File: config.mk
export PLATFORM = sky130hd
export DESIGN_NAME = drom_readout_seq
export DESIGN_NICKNAME = d
export VERILOG_FILES = /design/src/rtl/tdc_readout_pkg.sv /design/src/rtl/drom_readout_seq.sv
export SDC_FILE = /design/constraint.sdc
export NUM_CORES = 1
export LEC_CHECK = 0
export BUFFER_PORTS_ARGS = -buffer_cell sky130_fd_sc_hd__buf_2
export CAP_MARGIN = 20
export CORE_MARGIN = 2
export CORE_UTILIZATION = 54
export CTS_CLUSTER_DIAMETER = 60
export CTS_CLUSTER_SIZE = 30
export DETAILED_ROUTE_END_ITERATION = 16
export GPL_ROUTABILITY_DRIVEN = 0
export MAX_ROUTING_LAYER = met4
export PLACE_DENSITY = 0.86
export SYNTH_ARGS = -nofsm -noshare
export SYNTH_HDL_FRONTEND = slang
export SYNTH_SLANG_ARGS = --single-unit
File: constraint.sdc
create_clock -name clk -period 4.18 [get_ports clk]
set_input_delay 0.418 -clock clk [delete_from_list [all_inputs] [get_ports clk]]
set_output_delay 0.418 -clock clk [all_outputs]
set_load 0.01 [all_outputs]
File: src/rtl/tdc_readout_pkg.sv
// Shared definitions for the TDC48 readout path: bus widths, address map
// and the readout sequencer state encoding.
package tdc_readout_pkg;

  localparam int ADDR_W = 5;
  localparam int DATA_W = 16;
  localparam int CNT_W  = 3;

  localparam logic [ADDR_W-1:0] DEFAULT_IDLE_ADDR = 5'd31;

  // Select-decode ROM address map; counters occupy the low addresses.
  localparam logic [ADDR_W-1:0] ADDR_COUNTERS_BASE = 5'd0;
  localparam logic [ADDR_W-1:0] ADDR_VERS          = 5'd20;
  localparam logic [ADDR_W-1:0] ADDR_DAC1          = 5'd21;
  localparam logic [ADDR_W-1:0] ADDR_FPGASEL       = 5'd22;
  localparam logic [ADDR_W-1:0] ADDR_PENCODER      = 5'd23;

  typedef enum logic [2:0] {
    ST_IDLE,
    ST_ISSUE,
    ST_SETTLE,
    ST_CAPTURE,
    ST_HOLD
  } state_e;

endpackage

File: src/rtl/drom_readout_seq.sv
// Walks the select-decode address range, waits for the selected source to
// settle on rd_data, and hands each captured word to the host link.
module drom_readout_seq
  import tdc_readout_pkg::*;
#(
  parameter int                N_WORDS       = 24,
  parameter logic [ADDR_W-1:0] IDLE_ADDR     = DEFAULT_IDLE_ADDR,
  parameter int                SETTLE_CYCLES = 2
) (
  input  logic              clk,
  input  logic              rst,
  input  logic              start,
  input  logic              abort,
  output logic [ADDR_W-1:0] address,
  input  logic [DATA_W-1:0] rd_data,
  output logic [DATA_W-1:0] out_data,
  output logic [ADDR_W-1:0] out_addr,
  output logic              out_valid,
  input  logic              out_ready,
  output logic              busy,
  output logic              done
);

  localparam logic [ADDR_W-1:0] LAST_IDX    = ADDR_W'(N_WORDS - 1);
  localparam logic [CNT_W-1:0]  SETTLE_INIT = CNT_W'(SETTLE_CYCLES - 1);

  state_e              state_q, state_d;
  logic [ADDR_W-1:0]   idx_q, idx_d;
  logic [ADDR_W-1:0]   address_q, address_d;
  logic [ADDR_W-1:0]   out_addr_q, out_addr_d;
  logic [DATA_W-1:0]   out_data_q, out_data_d;
  logic [CNT_W-1:0]    cnt_q, cnt_d;
  logic                out_valid_q, out_valid_d;
  logic                busy_q, busy_d;
  logic                done_q, done_d;

  always_ff @(posedge clk) begin
    if (rst) begin
      state_q     <= ST_IDLE;
      idx_q       <= '0;
      address_q   <= IDLE_ADDR;
      out_addr_q  <= '0;
      out_data_q  <= '0;
      cnt_q       <= '0;
      out_valid_q <= 1'b0;
      busy_q      <= 1'b0;
      done_q      <= 1'b0;
    end else begin
      state_q     <= state_d;
      idx_q       <= idx_d;
      address_q   <= address_d;
      out_addr_q  <= out_addr_d;
      out_data_q  <= out_data_d;
      cnt_q       <= cnt_d;
      out_valid_q <= out_valid_d;
      busy_q      <= busy_d;
      done_q      <= done_d;
    end
  end

  // Abort overrides every transition, including a start seen in IDLE.
  always_comb begin
    state_d = state_q;
    if (abort) begin
      state_d = ST_IDLE;
    end else begin
      unique case (state_q)
        ST_IDLE:    if (start) state_d = ST_ISSUE;
        ST_ISSUE:   state_d = ST_SETTLE;
        ST_SETTLE:  if (cnt_q == '0) state_d = ST_CAPTURE;
        ST_CAPTURE: state_d = ST_HOLD;
        ST_HOLD:    if (out_ready) state_d = (idx_q == LAST_IDX) ? ST_IDLE : ST_ISSUE;
        default:    state_d = ST_IDLE;
      endcase
    end
  end

  always_comb begin
    idx_d       = idx_q;
    address_d   = address_q;
    out_addr_d  = out_addr_q;
    out_data_d  = out_data_q;
    cnt_d       = cnt_q;
    out_valid_d = out_valid_q;
    done_d      = 1'b0;
    if (abort) begin
      // The last captured word stays readable after an abort.
      address_d   = IDLE_ADDR;
      out_valid_d = 1'b0;
    end else begin
      unique case (state_q)
        ST_IDLE: begin
          address_d = IDLE_ADDR;
          if (start) idx_d = '0;
        end
        ST_ISSUE: begin
          address_d = idx_q;
          cnt_d     = SETTLE_INIT;
        end
        ST_SETTLE: begin
          if (cnt_q != '0) cnt_d = cnt_q - 1'b1;
        end
        ST_CAPTURE: begin
          out_data_d  = rd_data;
          out_addr_d  = idx_q;
          out_valid_d = 1'b1;
        end
        ST_HOLD: begin
          if (out_ready) begin
            out_valid_d = 1'b0;
            if (idx_q == LAST_IDX) begin
              address_d = IDLE_ADDR;
              done_d    = 1'b1;
            end else begin
              idx_d = idx_q + 1'b1;
            end
          end
        end
        default: address_d = IDLE_ADDR;
      endcase
    end
    busy_d = (state_d != ST_IDLE);
  end

  assign address   = address_q;
  assign out_data  = out_data_q;
  assign out_addr  = out_addr_q;
  assign out_valid = out_valid_q;
  assign busy      = busy_q;
  assign done      = done_q;

endmodule

Word level (Yosys, flattened, before mapping)
Cells that the tools add are included.

Flip-flop bits (word level): 40. Input bits: 21. Output and inout bits: 29. Logic and storage cells: 58.

Add/subtract/negate cells: 2. Eq/ne operators: 10. Multiplexer cells: 18. Bitwise operators: 4. Reduce and logical (&&, ||, !) cells: 15.

Operators with widths (number): $mux W5 (5); $mux W3 (5); $pmux W3 S5 (1); $pmux W5 S3 (1); $ne A2 B2 Y1 const B (5); $pmux W5 S2 (1); $eq A3 B2 Y1 const B (2); $logic_not A3 Y1 (2); $pmux W3 S2 (1); $reduce_and A3 Y1 (2); $reduce_bool A2 Y1 (3); $reduce_bool A3 Y1 (2); $add A5 B1 Y5 const B (1); $eq A5 B5 Y1 const B (1); $reduce_and A5 Y1 (1); $not A1 Y1 (4); $reduce_and A2 Y1 (2); $reduce_or A2 Y1 (2); $reduce_or A4 Y1 (1); $eq A3 B1 Y1 const B (1); $eq A3 B3 Y1 const B (1); $mux W1 (3); $sub A3 B1 Y3 const B (1); $pmux W1 S2 (1).

Depth between registers and ports, before layout
Gate-level depths: netlist (run 1).

Word-level depth: 6. Depth in mapped cells: 6. Mapped depth without buffers: 6.

Worst setup path before layout (run 1)
OpenSTA, ideal clock, no wires.

Kind: register to register. From: register idx_q[0]. To: register idx_q[1]. Data arrival time: 1315 ps. Required time: 4110 ps. Path slack: 2795 ps. Stages on the path, launching flop included: 6. Path buffers: 0. Clock period less this slack: 1385 ps. Cells stage by stage: dfxtp_1 -> ha_1 -> nand4b_2 -> a31oi_2 -> or3_1 -> a21oi_1.

Longest elaborated chain between the ends: 4. Elaborated cells on any way between the ends: 7. Classes of those cells: add/sub (1); eq/ne (2); mux (3); reduce/logical (1).

RTL lines: from (decl) (line drom_readout_seq.sv:28) `logic [ADDR_W-1:0] idx_q, idx_d;`; from (signal assigned) (line drom_readout_seq.sv:50) `idx_q <= idx_d;`; $add A5 B1 Y5 (line drom_readout_seq.sv:115) `idx_d = idx_q + 1'b1;`; $mux W5 (line drom_readout_seq.sv:111) `if (idx_q == LAST_IDX) begin`; $mux W5 (line drom_readout_seq.sv:109) `if (out_ready) begin`; $pmux W5 S2 (line drom_readout_seq.sv:91) `unique case (state_q)`.

Parallel ways exist; a longest one is shown, timed or not. The select of a mux whose other input is x is not followed. A chain may end at the register's enable or synchronous reset.

Worst setup path in the final report (run 1)
From: register state_q[1]. To: register out_data_q[15], in the netlist out_data[15].

Longest elaborated chain between the ends: 2.

RTL lines: from (decl) (line drom_readout_seq.sv:27) `state_e state_q, state_d;`; from (signal assigned) (line drom_readout_seq.sv:49) `state_q <= state_d;`; $eq A3 B2 Y1 (line drom_readout_seq.sv:91); $reduce_and A2 Y1 (no line); to (signal assigned) (line drom_readout_seq.sv:53) `out_data_q <= out_data_d;`; to (decl) (line drom_readout_seq.sv:31) `logic [DATA_W-1:0] out_data_q, out_data_d;`.

No other way between the ends.

==> results of run 1 <==
-- metal layers --
metal  up-vias  wire [um]
li1        775          -
met1       676       1581
met2        31       1555
met3         6        136
met4         0         60
met5         -          0
-- synth_stat cells, types with 2 or more instances --
cell type | instances | area [um^2]
o31ai_1 | 2 | 15.01
o311ai_0 | 3 | 26.28
clkbuf_1 | 5 | 18.77
buf_2 | 4 | 20.02
nand3b_1 | 2 | 15.01
o22a_1 | 5 | 43.79
ha_1 | 3 | 37.54
mux2i_1 | 2 | 20.02
dfxtp_1 | 40 | 800.8
o21ai_0 | 7 | 35.03
a21oi_1 | 26 | 130.1
nand3_1 | 4 | 20.02
nand2b_1 | 2 | 12.51
nand2_1 | 44 | 165.2
inv_1 | 6 | 22.52
nor2_1 | 7 | 26.28
and2_1 | 4 | 25.02
nor3b_1 | 2 | 15.01
nand4_1 | 3 | 18.77
nor2b_1 | 3 | 18.77
-- layout by cell type (no fill, tap or decap), types with 2 or more instances in the layout --
cell type,count
o31ai_1,2
nand2_1,44
a21oi_1,26
nor2b_1,3
mux2i_1,2
inv_1,6
nor2_1,7
o22a_1,5
nand4_1,3
clkbuf_4,5
dfxtp_1,40
buf_2,49
nor3b_1,2
nand2b_1,2
o311ai_0,3
ha_1,3
nand3_1,4
and2_1,4
nand3b_1,2
o21ai_0,7
-- through the flow --
step | setup WS (ns) | power (mW) | std cells | utilization [%] | hold slack (ns)
after global placement | 2.434 | 0.4329 | 267 | 63.67 | 0.4407
final | 2.415 | 0.6320 | 275 | 65.75 | 0.2906
after global routing | 2.202 | 0.6597 | 275 | 65.75 | 0.2790
after floorplan | 2.795 | 0.4168 | 195 | - | 0.4382
after detailed placement | 2.398 | 0.4333 | 267 | 63.67 | 0.4445
after CTS | 2.384 | 0.6332 | 275 | 65.75 | 0.2907
-- cell families after synthesis --
kind of cell               Yosys count
muxes                                2
DFF                                 40
buffers and inverters               16
and+or+nand+nor                     81
AOI/OAI and AO/OA                   52
adders and majority gates            3
xor gates and xnor gates             1
-- worst max-delay path by stage --
stage / slack [ns] / from / endpoint / cells after the start
floorplan: 2.79 / idx_q[0] / idx_q[1] / 5
global route: 2.20 / state_q[1] / out_data[14] / 4
finish: 2.41 / state_q[1] / out_data[15] / 4
detailed placement: 2.40 / state_q[1] / out_data[15] / 4
global placement: 2.43 / state_q[1] / out_data[7] / 4
CTS: 2.38 / state_q[0] / out_data[15] / 4
-- registers in the layout (all words and copies together) (netlist names) --
register	cells
done	1
address	5
busy	1
idx_q	5
cnt_q	3
state_q	3
out_data	16
out_valid	1
out_addr	5
-- worst max-delay path, stage by stage (launching register included) --
cell	delay, ns
dfxtp_1	0.60
and2_1	0.23
and2_1	0.60
nand2_1	0.12
a21oi_1	0.15
-- cell type report --
class | instances | area [um^2]
Fill cell | 260 | 1028
Sequential cell | 40 | 800.8
Inverter | 6 | 22.52
Tap cell | 33 | 41.29
Multi-Input combinational cell | 139 | 802.0
Timing Repair Buffer | 49 | 245.2
Clock inverter | 1 | 7.507
Clock buffer | 7 | 55.05
-- report_power, final --
part | switching, mW | leakage, nW | internal [mW]
Combinational | 0.0211 | 0.448 | 0.0159
Sequential | 0.00355 | 0.323 | 0.384
Clock | 0.125 | 0.0315 | 0.0824
==> results.md, run 1 <==
- Worst Skew: 0.008106 ns
- Rel. slew slack: 52.78%
- Bufs on Longest Clock Path: 2
- Initial antenna violation count: 0
- Hold buffer count at CTS: 0
- Cell row count: 20
- Die width: just under 60 um
- Reg-to-reg slack, setup: 2.41 ns
- Most common flop cell mapped by yosys: dfxtp_1
- Static Leakage: around 0.8 nW
- Global-route met2 utilization: 31.24%
- Period utilisation layout: a little over two fifths
- Adder-Cell Fraction of Synth Area: around 2.2%
- Count of cells resized by post-cts repair: 0
- Netlist Area Pre-Place: ~1700 um^2
- Hold EP: out_data[0]
- Xor/xnor cell area share of the yosys netlist: 0.5240%
- Largest family of logic cells by synthesized area: simple AND/OR/NAND/NOR gates
- WHS Path Cells: 3
- Vias per cell: approximately 5.4
- #FFs+latches synth: 40
- Setup Buffers After CTS: 0
- Avg Synthesized Cell Area: roughly 8.6 um^2
- Startpoint types: flip-flop
- Final TNS setup: 0 ns
- Die H: between 50 and 60 um
- CTS tree: done
- Worst skew pair latency: 0.35 ns
- Area Growth Syn to Fin: 18.11%
- Synthesized Nets: 219
- Core area: approximately 3000 um^2
- Drc violations: 0
- Layout cells sized above 1: roughly 26%
- Total gr overflow: 0
- Via count: roughly 1500
- Post-synth cell types: between 40 and 50
- Routing usage on met3: under 10%
- Tmin final: 1.765 ns
- Mux contribution to synthesized area: 1.198%
- Worst Hold Class: input port to flip-flop
- Global Route Usage Sum: around a fifth
- Hold Vio Cnt, Final: 0
- Post-Synth Simple-Gate Area: between 20% and 30%
- Largest net degree at the start of global routing: 31
- CP Class: flip-flop to flip-flop
- Final setup fails: 0
- Least-Margin Pin Slew: slightly above 0.7 ns
- EDFF count, synth: 0
- Reg clk slew, reported paths: between 0.1 and 0.15 ns
- Die area: between 3000 and 4000 um^2
- Reg-to-Reg Start: state_q[1]
- Vias in the first global route: ~1300
- Worst-path fanout max: 21
- Max Cap Viol: 0
- Syn. warnings: 0
- Seq/Total Area, Yosys: 47.90%
- First-pass GRT wire length: 5561 um
- Final #Nets: 265
- GR Util met1: 26.98%
- H-Tree Depth: 2
- CTS Buf Count: 5
- Peak VDD IR: around 0.00022 V
- Asr flop ratio synth: 0%
- R2R depth: 4
- TritonRoute pass-1 iters: 4
- Number of I/O pins: 50
- GRT Max-Usage Layer: met2
- Initial core utilization: a little under three fifths
- Outcome: completed
- Power per standard cell area: around 320 nW/um^2
- IO Port Bufs: between 40 and 50
- Root Driver: clkbuf_4
- Antenna Cells: 0
- Clock sinks: 40
- R2r endpoint: out_data[15]
- Slew Limit Fails: 0
- Worst EP required: around 4.5 ns
- CP arrival: 2.04 ns
- DRT Wirelength: roughly 3300 um
- Placed cell areas: ~1900 um^2
- Post-synthesis instance total: around 200
- RSZ-0062 raised after global routing: no
- Hold Path Origin: rd_data[0]
- Fin area: between 1500 and 2000 um^2
- Iter 0 DRT Violations: 46
- Fmax: 0.5665 GHz
- Placed wire-length estimate: ~2400 um
- Crit. End Element: flip-flop
- Detail Route Antenna Nets: 0
- Compound-cell area share of the yosys netlist: about a fifth
- Wire length per cell: 12.12 um
No activity file was read; power rests on OpenSTA's default activity.
==> run 2: changes to the inputs <==
--- a/config.mk
+++ b/config.mk
@@ -5,16 +5,17 @@
 export SDC_FILE = /design/constraint.sdc
 export NUM_CORES = 1
 export LEC_CHECK = 0
+export ABC_AREA = 1
 export BUFFER_PORTS_ARGS = -buffer_cell sky130_fd_sc_hd__buf_2
 export CAP_MARGIN = 20
 export CORE_MARGIN = 2
-export CORE_UTILIZATION = 54
+export CORE_UTILIZATION = 51
 export CTS_CLUSTER_DIAMETER = 60
 export CTS_CLUSTER_SIZE = 30
 export DETAILED_ROUTE_END_ITERATION = 16
 export GPL_ROUTABILITY_DRIVEN = 0
 export MAX_ROUTING_LAYER = met4
-export PLACE_DENSITY = 0.86
+export PLACE_DENSITY = 0.82
 export SYNTH_ARGS = -nofsm -noshare
 export SYNTH_HDL_FRONTEND = slang
 export SYNTH_SLANG_ARGS = --single-unit
==> constraint.sdc (replaced) <==
create_clock -name clk -period 1.8 [get_ports clk]
set_input_delay 0.18 -clock clk [delete_from_list [all_inputs] [get_ports clk]]
set_output_delay 0.18 -clock clk [all_outputs]
set_load 0.01 [all_outputs]
==> results.md, run 2 <==
- CP Class: flip-flop to flip-flop
- Tmin final: about 1.5 ns
- TritonRoute pass-1 iters: 4
- Hold EP: out_data[5]
- Wire length per cell: ~11 um
- Area Growth Syn to Fin: 21.65%
- Post-synth cell types: 22
- Reg-to-Reg Start: idx_q[0]
- Final setup fails: 0
- Netlist Area Pre-Place: about 1700 um^2
- Count of cells resized by post-cts repair: 0
- CP arrival: 1.75 ns
- Critical path's most frequent cell: nand2_1
- Top-area cell type share of the netlist area: a little under half
- Power per standard cell area: slightly above 800 nW/um^2
- Period utilisation layout: a little over 80%
- Layout cells sized above 1: 25.94%
- Static Leakage: approximately 1.1 nW
- Antenna Cells: 0
- EDFF count, synth: 0
- Vias per cell: roughly 5
- Core area: 3311 um^2
- Vias in the first global route: ~1500
- Slew Limit Fails: 0
- IO Port Bufs: 49
- Reg clk slew, reported paths: approximately 0.12 ns
- Drc violations: 0
- Least-Margin Pin Slew: roughly 0.56 ns
- Most common flop cell mapped by yosys: dfxtp_1
- Top cells by count, synth: 53 x nand2_1, 50 x nor2_1, 40 x dfxtp_1
- Max Cap Viol: 0
- DRT Wirelength: around 3800 um
- R2R depth: 8
- Placed cell areas: a little over 2000 um^2
- R2r endpoint: idx_q[1]
- Startpoint types: flip-flop
- Synthesized Nets: approximately 270
- Bufs on Longest Clock Path: 2
- RSZ-0062 raised after global routing: no
- Reg-to-reg slack, setup: 0.31 ns
- Area leader, netlist: dfxtp_1
- Avg Synthesized Cell Area: about 7 um^2
- Syn. warnings: 0
- Cell row count: 21
- Worst Hold Class: input port to flip-flop
- CP Cell Sequence: ha_1, nand2_1, inv_1, nand3_1, nand3_1, nand2_1, nand2_1, nor2_1
- Peak VDD IR: 0.0005337 V
- Seq/Total Area, Yosys: 46.04%
- Post-synthesis instance total: between 200 and 250
- #FFs+latches synth: 40
- Fin area: between 2000 and 2500 um^2
- Die H: 62.40 um
- Slowest CP cell: dfxtp_1
- Worst-path fanout max: 5
- Worst stage delay on the critical path: 0.42 ns
- Setup Buffers After CTS: 0
- Hold Path Origin: rd_data[5]
- Worst path top cell family by delay: simple AND/OR/NAND/NOR gates
- Worst EP required: 2.06 ns
- Worst Skew: roughly 0.009 ns
- Max reg flops: 16
- Most common cell in the netlist: nand2_1
- CTS Buf Count: 5
- Via count: about 1700
- Fmax: around 0.67 GHz
- Outcome: completed
- Detail Route Antenna Nets: 0
- Hold Vio Cnt, Final: 0
- Root Driver: clkbuf_4
- Commonest cells after routing, fill and taps aside: 53 x nand2_1, 50 x nor2_1, 49 x buf_2, 40 x dfxtp_1, 18 x o21ai_1
- Total gr overflow: 0
- Initial antenna violation count: 0
- Global Route Usage Sum: between 20% and 30%
- Buffers & Inverters on Critical Path: 1
- Die width: around 62 um
- Initial core utilization: 52.53%
- Crit. End Element: flip-flop
- Fill cell count: between 300 and 400
- Final TNS setup: 0 ns
- H-Tree Depth: 2
- Largest net degree at the start of global routing: 24
- WHS Path Cells: 3
- Rel. slew slack: around 63%
- Commonest non-fill, non-tap cell in the layout: nand2_1
- Asr flop ratio synth: 0%
- Ranking of synthesized cells by area: dfxtp_1 46%, nand2_1 11%, nor2_1 11%, o21ai_1 5.2%, nand3_1 3.7%
- Number of I/O pins: 50
- Placed wire-length estimate: between 2000 and 3000 um
- Clock sinks: 40
- Final #Nets: 317
- Hold buffer count at CTS: 0
- CTS tree: done
- Worst skew pair latency: roughly 0.36 ns
- First-pass GRT wire length: roughly 6600 um
- Iter 0 DRT Violations: 39
- Die area: roughly 4000 um^2
## run 2: changes by cell type in the layout (fill, tap and decap cells not counted), moves of 4 or more
cell	previous run	this run
a21oi_1	26	11
nor2_1	7	50
and2_1	4	0
nand2_1	44	53
nand3_1	4	13
nand3_2	0	4
o22a_1	5	0
inv_2	0	9
inv_1	6	16
o21ai_1	1	18
## run 2: layout make-up
type	count	area [um^2]	share of cell area, %
Sequential cell	40	800.8	37.85
Multi-Input combinational cell	171	800.8	37.85
Timing Repair Buffer	50	265.3	12.54
Inverter	25	93.84	4.435
Clock inverter	2	60.06	2.839
Tap cell	46	57.56	2.720
Clock buffer	5	37.54	1.774
## run 2: stage by stage
step	utilization (%)	hold slack, ns	power [mW]	setup slack [ns]	instances
finish	63.91	0.03460	1.757	0.3091	339
global route	63.91	0.03241	1.825	0.1762	339
CTS	63.91	0.02410	1.764	0.3293	339
detailed placement	60.96	0.4115	1.051	0.3454	332
global placement	60.96	0.4002	1.049	0.4140	332
floorplan	-	0.3051	1.006	0.5681	243
## run 2: per-layer routing
metal | track usage, % | vias up | share of wire, %
met1 | 26.76 | 711 | 47
met4 | 8.611 | 0 | 2.0
met5 | - | - | 0
li1 | - | 870 | -
met2 | 33.97 | 66 | 44
met3 | 6.667 | 9 | 7.8
## run 2: power by group
group	total [mW]	internal, mW	switching [mW]
clock network	0.725	0.425	0.300
registers	0.908	0.898	0.0100
logic	0.124	0.0483	0.0758
total	1.76	1.37	0.385
## run 2: logic make-up (layout without fill, tap and decap cells)
kind of cell	after synthesis	after routing	share of synthesized area [%]
AND/OR/NAND/NOR	134	134	34.10
buffers and inverters	32	82	7.914
flip-flops	40	40	46.04
adder cells (fa/ha/maj)	3	3	2.159
AO/OA/AOI/OAI	34	34	9.784
## run 2: worst register-to-register path, delay by kind of cell, from the launching register on
family | cells | cell delay, ns
fa+ha+maj | 1 | 0.22
buf+inv | 1 | 0.13
flops | 1 | 0.42
simple gates | 6 | 0.62
## run 2: how the worst max path moves through the flow
| stage | start | endpoint | depth (start not counted) |
|---|---|---|---|
| floorplan | idx_q[0] | idx_q[1] | 9 |
| global placement | idx_q[0] | idx_q[1] | 8 |
| detailed placement | state_q[1] | out_data[12] | 5 |
| CTS | idx_q[0] | idx_q[2] | 7 |
| global route | idx_q[0] | address[1] | 9 |
| finish | idx_q[0] | idx_q[1] | 8 |
==> run 3: changes to the inputs <==
--- a/config.mk
+++ b/config.mk
@@ -5,17 +5,17 @@
 export SDC_FILE = /design/constraint.sdc
 export NUM_CORES = 1
 export LEC_CHECK = 0
-export ABC_AREA = 1
+export ABC_AREA = 0
 export BUFFER_PORTS_ARGS = -buffer_cell sky130_fd_sc_hd__buf_2
 export CAP_MARGIN = 20
 export CORE_MARGIN = 2
-export CORE_UTILIZATION = 51
+export CORE_UTILIZATION = 45
 export CTS_CLUSTER_DIAMETER = 60
 export CTS_CLUSTER_SIZE = 30
 export DETAILED_ROUTE_END_ITERATION = 16
 export GPL_ROUTABILITY_DRIVEN = 0
 export MAX_ROUTING_LAYER = met4
-export PLACE_DENSITY = 0.82
+export PLACE_DENSITY = 0.77
 export SYNTH_ARGS = -nofsm -noshare
 export SYNTH_HDL_FRONTEND = slang
 export SYNTH_SLANG_ARGS = --single-unit
==> constraint.sdc (replaced) <==
create_clock -name clk -period 1.2 [get_ports clk]
set_input_delay 0.12 -clock clk [delete_from_list [all_inputs] [get_ports clk]]
set_output_delay 0.12 -clock clk [all_outputs]
set_load 0.01 [all_outputs]
==> results.md, run 3 (synthesis results as in run 1) <==
- Max reg flops: 16
- Iter 0 DRT Violations: 98
- Vias in the first global route: between 1500 and 2000
- Layout cells sized above 1: 45.77%
- Area Growth Syn to Fin: 52.02%
- R2r endpoint: idx_q[3]
- CP arrival: 1.52 ns
- WL met2: 2258 um
- Power per standard cell area: approximately 1100 nW/um^2
- Met3 routed WL: ~190 um
- Drc violations: 0
- Clock sinks: 40
- Final setup fails: 35
- Crit. End Element: flip-flop
- Final #Nets: 307
- Largest net degree at the start of global routing: 29
- Hold buffer count at CTS: 0
- CP Cell Sequence: or3_4, o311ai_1, o31ai_1
- Worst Hold Class: input port to flip-flop
- M1 WL: about 1900 um
- Max Cap Viol: 0
- IO Port Bufs: between 40 and 50
- Failing checks: negative setup slack
- Reg-to-Reg Start: state_q[1]
- CP Class: flip-flop to flip-flop
- Commonest cells after routing, fill and taps aside: 49 x buf_2, 43 x nand2_1, 36 x buf_4, 32 x dfxtp_1, 24 x a21oi_1
- Outcome: finished with violations
- Antenna Cells: 0
- Buffers & Inverters on Critical Path: 0
- Hold Vio Cnt, Final: 0
- Startpoint types: flip-flop
- Worst stage delay on the critical path: 0.41 ns
- Initial antenna violation count: 0
- Fmax: approximately 0.73 GHz
- Non-Filler Instances: between 300 and 400
- Worst Skew: ~0.0092 ns
- Core area: roughly 3600 um^2
- Die H: about 65 um
- Die area: about 4200 um^2
- Slowest CP cell: or3_4
- H-Tree Depth: 2
- Via count: ~1700
- WP depth: 3
- Top Metal Used: met4
- CTS Buf Count: 5
- Worst-path fanout max: 8
- Root Driver: clkbuf_8
- Wire length per cell: between 10 and 15 um
- TritonRoute pass-1 iters: 6
- Static Leakage: approximately 1.1 nW
- Hold Slack: 0.05353 ns
- Initial core utilization: 46.36%
- Commonest non-fill, non-tap cell in the layout: buf_2
- Util after Layout: a little over two thirds
- Placed wire-length estimate: slightly below 3000 um
- Worst setup path start: state_q[1]
- Total gr overflow: 0
- DRT Wirelength: between 4000 and 5000 um
- Detail Route Antenna Nets: 0
- Least-Margin Pin Slew: between 0.2 and 0.3 ns
- Vias per cell: just over 5
- R2R depth: 3
- Worst setup path end: idx_q[3]
- First-pass GRT wire length: around 6900 um
- Global Route Usage Sum: 21.80%
- Reg clk slew, reported paths: 0.08 ns
- Tmin final: about 1.4 ns
- RSZ-0062 raised after global routing: yes
- Bufs on Longest Clock Path: 2
- Rel. slew slack: 80.34%
- Period utilisation layout: 113.5%
- Cell row count: 22
- Worst skew pair latency: ~0.30 ns
- Setup ws final: -0.1620 ns
- Die width: 64.95 um
- DP Cell Count: 320
- Peak VDD IR: ~0.00060 V
- Reg-to-reg slack, setup: -0.16 ns
- Worst path top cell family by delay: compound AO/OA/AOI/OAI gates
- Worst EP required: approximately 1.4 ns
- Number of I/O pins: 50
- CTS tree: done
- Slew Limit Fails: 0
- Final TNS setup: -1.950 ns
-- run 3: timing repair --
action / 4_1_cts / 5_1_grt
pin swaps: 6 / 5
setup buffers: 2 / 1
gates cloned: 0 / 1
endpoints found under the setup margin: 37 / 38
resized for setup: 20 / 6
-- run 3: worst min path at each step --
stage / depth (start not counted) / endpoint / slack [ns] / start
6_report: 3 / out_data[8] / 0.05 / rd_data[8]
5_1_grt: 3 / out_data[10] / 0.06 / rd_data[10]
4_1_cts: 3 / out_data[8] / 0.05 / rd_data[8]
3_5_place_dp: 3 / out_data[8] / 0.37 / rd_data[8]
3_3_place_gp: 3 / out_data[7] / 0.36 / rd_data[7]
2_1_floorplan: 1 / state_q[1] / 0.19 / abort
-- run 3: where the power goes --
part / internal [mW] / total, mW / switching, mW
registers: 1.33 / 1.34 / 0.0105
logic: 0.103 / 0.201 / 0.0983
clock network: 0.651 / 1.14 / 0.489
-- run 3: worst register-to-register path: cells and delay by family (launching register included) --
kind	cells	cell delay, ns
DFF	1	0.37
and+or+nand+nor	1	0.41
AOI/OAI and AO/OA	2	0.45
-- run 3: cell type report --
class	count	area, um^2
Multi-Input combinational cell	139	915.9
Fill cell	291	1065
Timing Repair Buffer	91	600.6
Inverter	6	22.52
Clock buffer	8	121.4
Tap cell	48	60.06
Sequential cell	40	820.8
-- run 3: metal layers --
metal  GRT usage [%]  vias to the layer above
met5               -                        -
met4           7.181                        0
met3           4.688                        4
met2           35.57                       48
met1           26.87                      788
li1                -                      855
-- run 3: stage by stage --
stage               cell area, um^2  worst slack (ns)  power, mW
floorplan                      1739          -0.02935      1.455
global placement               2271          -0.08722      1.546
detailed placement             2271           -0.1001      1.549
CTS                            2485           -0.1073      2.684
global route                   2541           -0.2457      2.773
finish                         2541           -0.1620      2.681
